--- src/rtl/sec_counter_display.sv ---
// Multi-digit BCD seconds/minutes counter with prescaled ticks, load/clear,
// and a time-multiplexed 7-segment driver with leading-zero blanking.
module sec_counter_display #(
  parameter int unsigned DIGITS         = 4,
  parameter int unsigned PRESCALE       = 50000000,
  parameter int unsigned SCAN_DIV       = 50000,
  parameter int unsigned TIME_MODE      = 1,
  parameter int unsigned SEG_ACTIVE_LOW = 1,
  parameter int unsigned BLANK_LZ       = 1
) (
  input  logic                  clk,
  input  logic                  rst_n,
  input  logic                  run,
  input  logic                  clear,
  input  logic                  load,
  input  logic [4*DIGITS-1:0]   load_value,
  output logic [4*DIGITS-1:0]   bcd_out,
  output logic                  wrap,
  output logic [6:0]            seg,
  output logic [DIGITS-1:0]     an
);

  localparam int unsigned CW     = 4 * DIGITS;
  localparam int unsigned PRE_W  = (PRESCALE > 1) ? $clog2(PRESCALE) : 1;
  localparam int unsigned SCAN_W = (SCAN_DIV > 1) ? $clog2(SCAN_DIV) : 1;
  localparam int unsigned IDX_W  = (DIGITS > 1) ? $clog2(DIGITS) : 1;
  localparam logic [6:0]        SEG_OFF = (SEG_ACTIVE_LOW != 0) ? 7'h7F : 7'h00;
  localparam logic [DIGITS-1:0] AN_OFF  = (SEG_ACTIVE_LOW != 0) ? {DIGITS{1'b1}} : {DIGITS{1'b0}};

  // Largest legal value of digit i: 5 for odd digits in clock mode, else 9.
  function automatic logic [3:0] digit_max(input int i);
    return ((TIME_MODE != 0) && (i % 2 == 1)) ? 4'd5 : 4'd9;
  endfunction

  function automatic logic [6:0] decode(input logic [3:0] d);
    case (d)
      4'd0:    return 7'h3F;
      4'd1:    return 7'h06;
      4'd2:    return 7'h5B;
      4'd3:    return 7'h4F;
      4'd4:    return 7'h66;
      4'd5:    return 7'h6D;
      4'd6:    return 7'h7D;
      4'd7:    return 7'h07;
      4'd8:    return 7'h7F;
      4'd9:    return 7'h6F;
      default: return 7'h00;
    endcase
  endfunction

  logic [CW-1:0]     cnt_q, cnt_d;
  logic [PRE_W-1:0]  pre_q, pre_d;
  logic              wrap_q, wrap_d;
  logic [SCAN_W-1:0] scan_cnt_q, scan_cnt_d;
  logic [IDX_W-1:0]  scan_idx_q, scan_idx_d;
  logic [6:0]        seg_q, seg_d;
  logic [DIGITS-1:0] an_q, an_d;

  logic              tick_c;
  logic              carry;
  logic [3:0]        dig;
  logic              higher_zero;
  logic              sel_blank;
  logic [3:0]        sel_digit;
  logic [6:0]        seg_raw;
  logic [DIGITS-1:0] an_raw;

  // Prescaler, ripple counter and load clamp; clear beats load beats tick.
  always_comb begin
    cnt_d  = cnt_q;
    pre_d  = pre_q;
    wrap_d = 1'b0;
    dig    = 4'd0;
    tick_c = run && (pre_q == PRE_W'(PRESCALE - 1));
    carry  = tick_c;
    if (run) begin
      pre_d = tick_c ? '0 : pre_q + 1'b1;
    end
    for (int i = 0; i < int'(DIGITS); i++) begin
      dig = cnt_q[4*i +: 4];
      if (carry) begin
        if (dig == digit_max(i)) begin
          cnt_d[4*i +: 4] = 4'd0;
        end else begin
          cnt_d[4*i +: 4] = dig + 4'd1;
          carry           = 1'b0;
        end
      end
    end
    wrap_d = carry;
    if (clear) begin
      cnt_d  = '0;
      pre_d  = '0;
      wrap_d = 1'b0;
    end else if (load) begin
      for (int i = 0; i < int'(DIGITS); i++) begin
        dig             = load_value[4*i +: 4];
        cnt_d[4*i +: 4] = (dig > digit_max(i)) ? digit_max(i) : dig;
      end
      pre_d  = '0;
      wrap_d = 1'b0;
    end
  end

  // Free-running scan; the displayed digit is blanked if it and all above are zero.
  always_comb begin
    scan_cnt_d  = scan_cnt_q + 1'b1;
    scan_idx_d  = scan_idx_q;
    higher_zero = 1'b1;
    sel_blank   = 1'b0;
    sel_digit   = 4'd0;
    an_raw      = '0;
    if (scan_cnt_q == SCAN_W'(SCAN_DIV - 1)) begin
      scan_cnt_d = '0;
      scan_idx_d = (scan_idx_q == IDX_W'(DIGITS - 1)) ? '0 : scan_idx_q + 1'b1;
    end
    for (int i = int'(DIGITS) - 1; i >= 0; i--) begin
      higher_zero = higher_zero && (cnt_q[4*i +: 4] == 4'd0);
      if (IDX_W'(i) == scan_idx_q) begin
        sel_digit = cnt_q[4*i +: 4];
        sel_blank = higher_zero && (i != 0) && (BLANK_LZ != 0);
        an_raw[i] = 1'b1;
      end
    end
    seg_raw = sel_blank ? 7'h00 : decode(sel_digit);
    seg_d   = (SEG_ACTIVE_LOW != 0) ? ~seg_raw : seg_raw;
    an_d    = (SEG_ACTIVE_LOW != 0) ? ~an_raw : an_raw;
  end

  always_ff @(posedge clk) begin
    if (!rst_n) begin
      cnt_q      <= '0;
      pre_q      <= '0;
      wrap_q     <= 1'b0;
      scan_cnt_q <= '0;
      scan_idx_q <= '0;
      seg_q      <= SEG_OFF;
      an_q       <= AN_OFF;
    end else begin
      cnt_q      <= cnt_d;
      pre_q      <= pre_d;
      wrap_q     <= wrap_d;
      scan_cnt_q <= scan_cnt_d;
      scan_idx_q <= scan_idx_d;
      seg_q      <= seg_d;
      an_q       <= an_d;
    end
  end

  assign bcd_out = cnt_q;
  assign wrap    = wrap_q;
  assign seg     = seg_q;
  assign an      = an_q;

endmodule

--- config.mk ---
export PLATFORM = sky130hd
export DESIGN_NAME = sec_counter_display
export DESIGN_NICKNAME = d
export VERILOG_FILES = /design/src/rtl/sec_counter_display.sv
export SDC_FILE = /design/constraint.sdc
export NUM_CORES = 1
export LEC_CHECK = 0
export ABC_CLOCK_PERIOD_IN_PS = 2200
export CORE_MARGIN = 3
export CORE_UTILIZATION = 50
export CTS_BUF_LIST = sky130_fd_sc_hd__clkbuf_4 sky130_fd_sc_hd__clkbuf_8 sky130_fd_sc_hd__clkbuf_16
export CTS_CLUSTER_SIZE = 40
export DETAILED_ROUTE_END_ITERATION = 12
export PLACE_DENSITY = 0.76
export RECOVER_POWER = 100
export SYNTH_ARGS = -nofsm -noshare
export SYNTH_HDL_FRONTEND = slang
export SYNTH_SLANG_ARGS = --single-unit
--- constraint.sdc ---
create_clock -name clk -period 2.2 [get_ports clk]
set_input_delay 0.44 -clock clk [delete_from_list [all_inputs] [get_ports clk]]
set_output_delay 0.44 -clock clk [all_outputs]
set_load 0.02 [all_outputs]
-- Word-level counts from Yosys, hierarchy flattened
Memory sizes are Yosys's and may differ from the RTL's.
Index checks and enable logic that the tools add are counted.
- ROM bits: 112
- input port bits: 21
- register bits: 72
- memories: 1
- add/sub/neg operators: 7
- bitwise gates (word level): 4
- order comparisons: 4
- muxes and demuxes: 35
- equal/unequal tests: 10
- reductions and logical operators: 15
- memories (memory ; words ; bits a word ; rd ports ; clocked after Yosys merged registers in ; wr ports ; line ; source):
    (no name shown) ; 16 ; 7 ; 1 ; 0 ; 0 ; 36 ; case (d)
- operators by type and width (cell ; number):
    two-way mux 4 bit ; 16
    adder 26 x 1 -> 26 bit (second input constant) ; 1
    == test 26 bit (second input constant) ; 1
    two-way mux 26 bit ; 1
    adder 16 x 1 -> 16 bit (second input constant) ; 1
    adder 4 x 1 -> 4 bit (second input constant) ; 4
    == test 16 bit (second input constant) ; 1
    two-way mux 16 bit ; 1
    two-way mux 1 bit ; 15
    zero test 4 bit ; 3
    == test 4 x 3 -> 1 bit (second input constant) ; 2
    == test 4 bit (second input constant) ; 2
    greater-than comparator 4 x 3 -> 1 bit (second input constant) ; 2
    greater-than comparator 4 bit (second input constant) ; 2
    nonzero test 2 bit ; 4
    two-way mux 7 bit ; 1
    inverter 7 bit ; 1
    == test 2 bit (first input constant) ; 2
    inverter 4 bit ; 1
    OR reduction 2 bit ; 2
    OR reduction 4 bit ; 1
    logical AND 1 bit ; 3
    OR reduction 3 bit ; 1
    adder 2 x 1 -> 2 bit (second input constant) ; 1
    5 further kinds ; 6

-- Longest topological paths before layout
An unclocked memory read counts as a cell.
- word-level depth: 8
- mapped depth: 10

-- Worst setup path before layout
No wires, ideal clock.
- path type: reg2reg
- start point: reg scan_idx_q[0]
- end point: reg seg_q[3], in the netlist seg[3]
- required time: 2061 ps
- arrival: 2072 ps
- setup slack: -11 ps
- cell stages (with the launch flop): 11
- cell sequence: dfxtp_1 inv_1 ha_1 clkbuf_1 nand3b_1 a211oi_1 inv_1 ha_1 inv_1 mux2i_1 o21ai_0
- cells in the longest elaborated chain, start to end: 8
- RTL lines (what ; line ; source):
    start, declared ; 55 ; logic [IDX_W-1:0] scan_idx_q, scan_idx_d;
    start signal, assigned ; 144 ; scan_idx_q <= scan_idx_d;
    == test 2 bit ; 119 ; if (IDX_W'(i) == scan_idx_q) begin
    two-way mux 4 bit (4 in a row) ; 119 ;
    memory (16 x 7 bit) ; -- ;
    two-way mux 7 bit (*) ; 125 ; seg_raw = sel_blank ? 7'h00 : decode(sel_digit);
    inverter 7 bit (*) ; 126 ; seg_d = (SEG_ACTIVE_LOW != 0) ? ~seg_raw : seg_raw;
    end signal, assigned ; 145 ; seg_q <= seg_d;
    end, declared ; 56 ; logic [6:0] seg_q, seg_d;
Every way passes the cells marked *; elsewhere a longest branch is shown, timed or not.
A chain may end at the register's enable or synchronous reset.

-- Final worst setup path
- start point: reg scan_idx_q[0]
- end point: reg seg_q[6], in the netlist seg[6]
The elaborated chain is that of the path after synthesis.

==> results.ini <==
[global_route]
grt_use_met3_pct = 5.086
grt_pass1_wl_um = 14750
antenna_found_initial = 0
met2_usage_pct = 36.62
grt_pass1_vias = 3297
globalRouteOverflowTotal = 0
top_usage_layer = met2
met1_usage_pct = 25.34
grt_max_degree = 17
track_usage_pct = 21.20

[floorplan]
rows = 30
core_mm2 = 0.007019
die-area_mm2 = 0.008508
ios = 49
die_h_um = 92.24
dieWidth_um = 92.24
start_util_pct = 52.98

[synth]
synthTopCellsByArea = dfxtp_1 39%, xor2_1 6.1%, nor2_1 6.0%
syn-cell-area_mm2 = 0.003719
synth.area.mux_share_pct = 3.230
synth_edf_count = 0
avgSynthCellArea_um2 = 8.490
yosysSeqAreaShare_pct = 38.76
yosys_register_bits = 72
synthXorXnorAreaFrac_pct = 10.36
synth_top_family_by_area = simple AND/OR/NAND/NOR gates
synthFlopType = dfxtp_1
synth_compound_area_share_pct = 11.98
yosys.area.top_type = dfxtp_1
syn_inst = 438
synth_nets = 470
ys_async_sr_fraction_pct = 0
yosysWarnings = 0
yosysUniqueCellTypes = 53
post-synth-top-count-cell = dfxtp_1
ys_top_cells_by_count = 72 x dfxtp_1, 59 x nor2_1, 26 x xor2_1, 24 x nand2_1, 22 x nand3_1
yosys.area_share.simple_pct = 28.20
synth_fa_ha_area_share_pct = 3.701
synthDominantCellAreaShare_pct = 38.76

[cells_and_area]
utilization_pct = 67.36
nFillCells = 617
final_layout_size_suffix_gt1_share_pct = 11.82
multiInputGateArea_mm2 = 0.002152
n_antenna_cell = 0
areaGrowthSynthToFinish_pct = 27.15
regArea_mm2 = 0.001441
layout.nets = 543

[sta]
hold_slack_ns = 0.4661
rsz0062_at_grt = false
drv_slew = 0
finalWorstSetupSlack_ns = 0.08961
period_share_pct = 95.93
fin_crit_ns = 2.110
fmax_ghz = 0.4738
slew_headroom_pct = 72.77
finalClockSkew_ns = 0.01190
setup_viol = 0
final_hold_viol_count = 0
worst_slew_pin_slew_ns = 0.3982

[critical_path]
crit_fanout = 4
crit_path_end_kind = flip-flop
reg2reg_depth = 9
cp_slowest_stage_delay_ns = 0.38
start_kind = flip-flop
r2r_slack_ns = 0.09
crit_path_cell_trace = inv_1 -> ha_1 -> a211oi_1 -> a211oi_2 -> buf_4 -> ha_1 -> nor2_1 -> mux2i_1 -> or2_2
critPathArrivalTime_ns = 2.36
crit_type = reg -> reg
rr_startpoint = scan_idx_q[0]
cpMaxStageDelayCell = dfxtp_1
cp.required_ns = 2.45
r2r-end = seg[6]
cpMostUsedCell = ha_1

[power]
sw_frac_of_total_pct = 23.29
p_leak_nw = 1.799
ir_drop_uv = 406.5
power.internal_mw = 2.201
power_per_cell_area_mw_per_mm2 = 606.9
clkPwrFrac_pct = 44.3
power.switching_mw = 0.6682
power_mw = 2.869
power.share.combinational_pct = 8.6
power_frac_seq_pct = 47.1

[clock_tree]
clock_latency_ns = 0.36
max-clock-path-buffers = 2
numCtsBuffers = 9
cts_root_buf = clkbuf_8
cts_sinks = 72
htree_levels = 3
path_clk_slew_ns = 0.08
cts_tree = built

[worst_hold_path]
hold_start = scan_cnt_q[0]
min-delay-path-class = reg -> reg
holdPathEnd = scan_cnt_q[0]
hold_path_depth = 1

[place]
port_buffers = 48
pre_cts_ws_ns = -0.1312
dp_hpwl_um = 6247
gp_routability_congestion = 0.8934

[route]
route.final.wire_length_um = 8545
vias = 3381
first_pass_iters = 5
first_iter_violations = 162
antenna_left = 0
drc_errors = 0
viasPerCell = 5.525
routedWlPerCell_um = 13.96

[job]
drv_cap = 0

[status]
status = finished clean

==> cells by family (layout without fill, tap and decap cells) <==
family / Yosys count / in the layout
buf+inv: 36 / 114
fa+ha+maj: 11 / 11
compound gates: 69 / 69
mux: 12 / 12
xor+xnor: 44 / 44
flops: 72 / 72
simple gates: 194 / 194
==> layer usage <==
metal  wire length (um)  vias to the layer above
li1                   -                     1691
met1               3695                     1573
met2               4215                      101
met3                465                       16
met4                168                        0
met5                  0                        -
==> how the worst max path moves through the flow <==
stage	start	to	cells after the start
finish	scan_idx_q[0]	seg[6]	9
global route	pre_q[10]	bcd_out[9]	5
CTS	scan_idx_q[0]	seg[3]	9
detailed placement	run	bcd_out[9]	6
global placement	run	bcd_out[9]	6
floorplan	run	bcd_out[9]	6
==> state kept, by name, summed over array words and instances, names as in the netlist <==
name and cells:
scan_idx_q 2, pre_q 26, bcd_out 16, scan_cnt_q 16, an 4, seg 7, wrap 1
==> per-stage QoR <==
step / TNS (ns) / cell area [um^2] / std cells
floorplan: 0 / 3724 / 438
global placement: -0.1283 / 4481 / 594
detailed placement: -0.4855 / 4481 / 594
CTS: 0 / 4725 / 610
global route: 0 / 4728 / 612
finish: 0 / 4728 / 612
==> final cells by class <==
class	count	area share (%)
Clock inverter	7	2.540
Sequential cell	72	30.48
Clock buffer	9	2.620
Timing Repair Buffer	81	14.95
Inverter	17	1.350
Tap cell	96	2.540
Multi-Input combinational cell	330	45.51
==> power by group through the flow <==
stage	clock network (mW)	logic, mW	registers (mW)
after detailed placement	0	0.253	1.38
after global placement	0	0.248	1.38
after floorplan	0	0.106	1.40
after global routing	1.34	0.268	1.35
final	1.27	0.247	1.35
after CTS	1.28	0.255	1.35
==> worst max-delay path: cells and delay by family, from the launching register on <==
| kind | cells | cell delay [ns] |
|---|---|---|
| compound gates | 2 | 0.46 |
| fa+ha+maj | 2 | 0.45 |
| simple gates | 2 | 0.38 |
| buf+inv | 2 | 0.26 |
| flops | 1 | 0.38 |
| mux | 1 | 0.07 |
==> what timing repair did <==
action,4_1_cts,5_1_grt
setup endpoints to repair,0,10
resized for setup,0,5
hold buffers,0,0
setup buffers,0,2
==> placed cells by master (no fill, tap or decap), drive strengths merged, types with 4 or more instances in the layout <==
| cell | n |
|---|---|
| dfxtp | 72 |
| nor2 | 59 |
| dlygate4sd3 | 29 |
| xor2 | 26 |
| nand2 | 24 |
| nand3 | 22 |
| buf | 22 |
| clkbuf | 20 |
| o21ai | 19 |
| clkdlybuf4s50 | 19 |
| a21oi | 19 |
| xnor2 | 18 |
| inv | 17 |
| nand4 | 16 |
| nor3 | 12 |
| mux2i | 12 |
| nor2b | 11 |
| ha | 11 |
| and3 | 8 |
| nand2b | 7 |
| nor4 | 7 |
| a211oi | 7 |
| and4 | 6 |
| nor3b | 4 |
| and2 | 4 |
| a31oi | 4 |
Note: power is estimated with default switching activity, not from simulation.
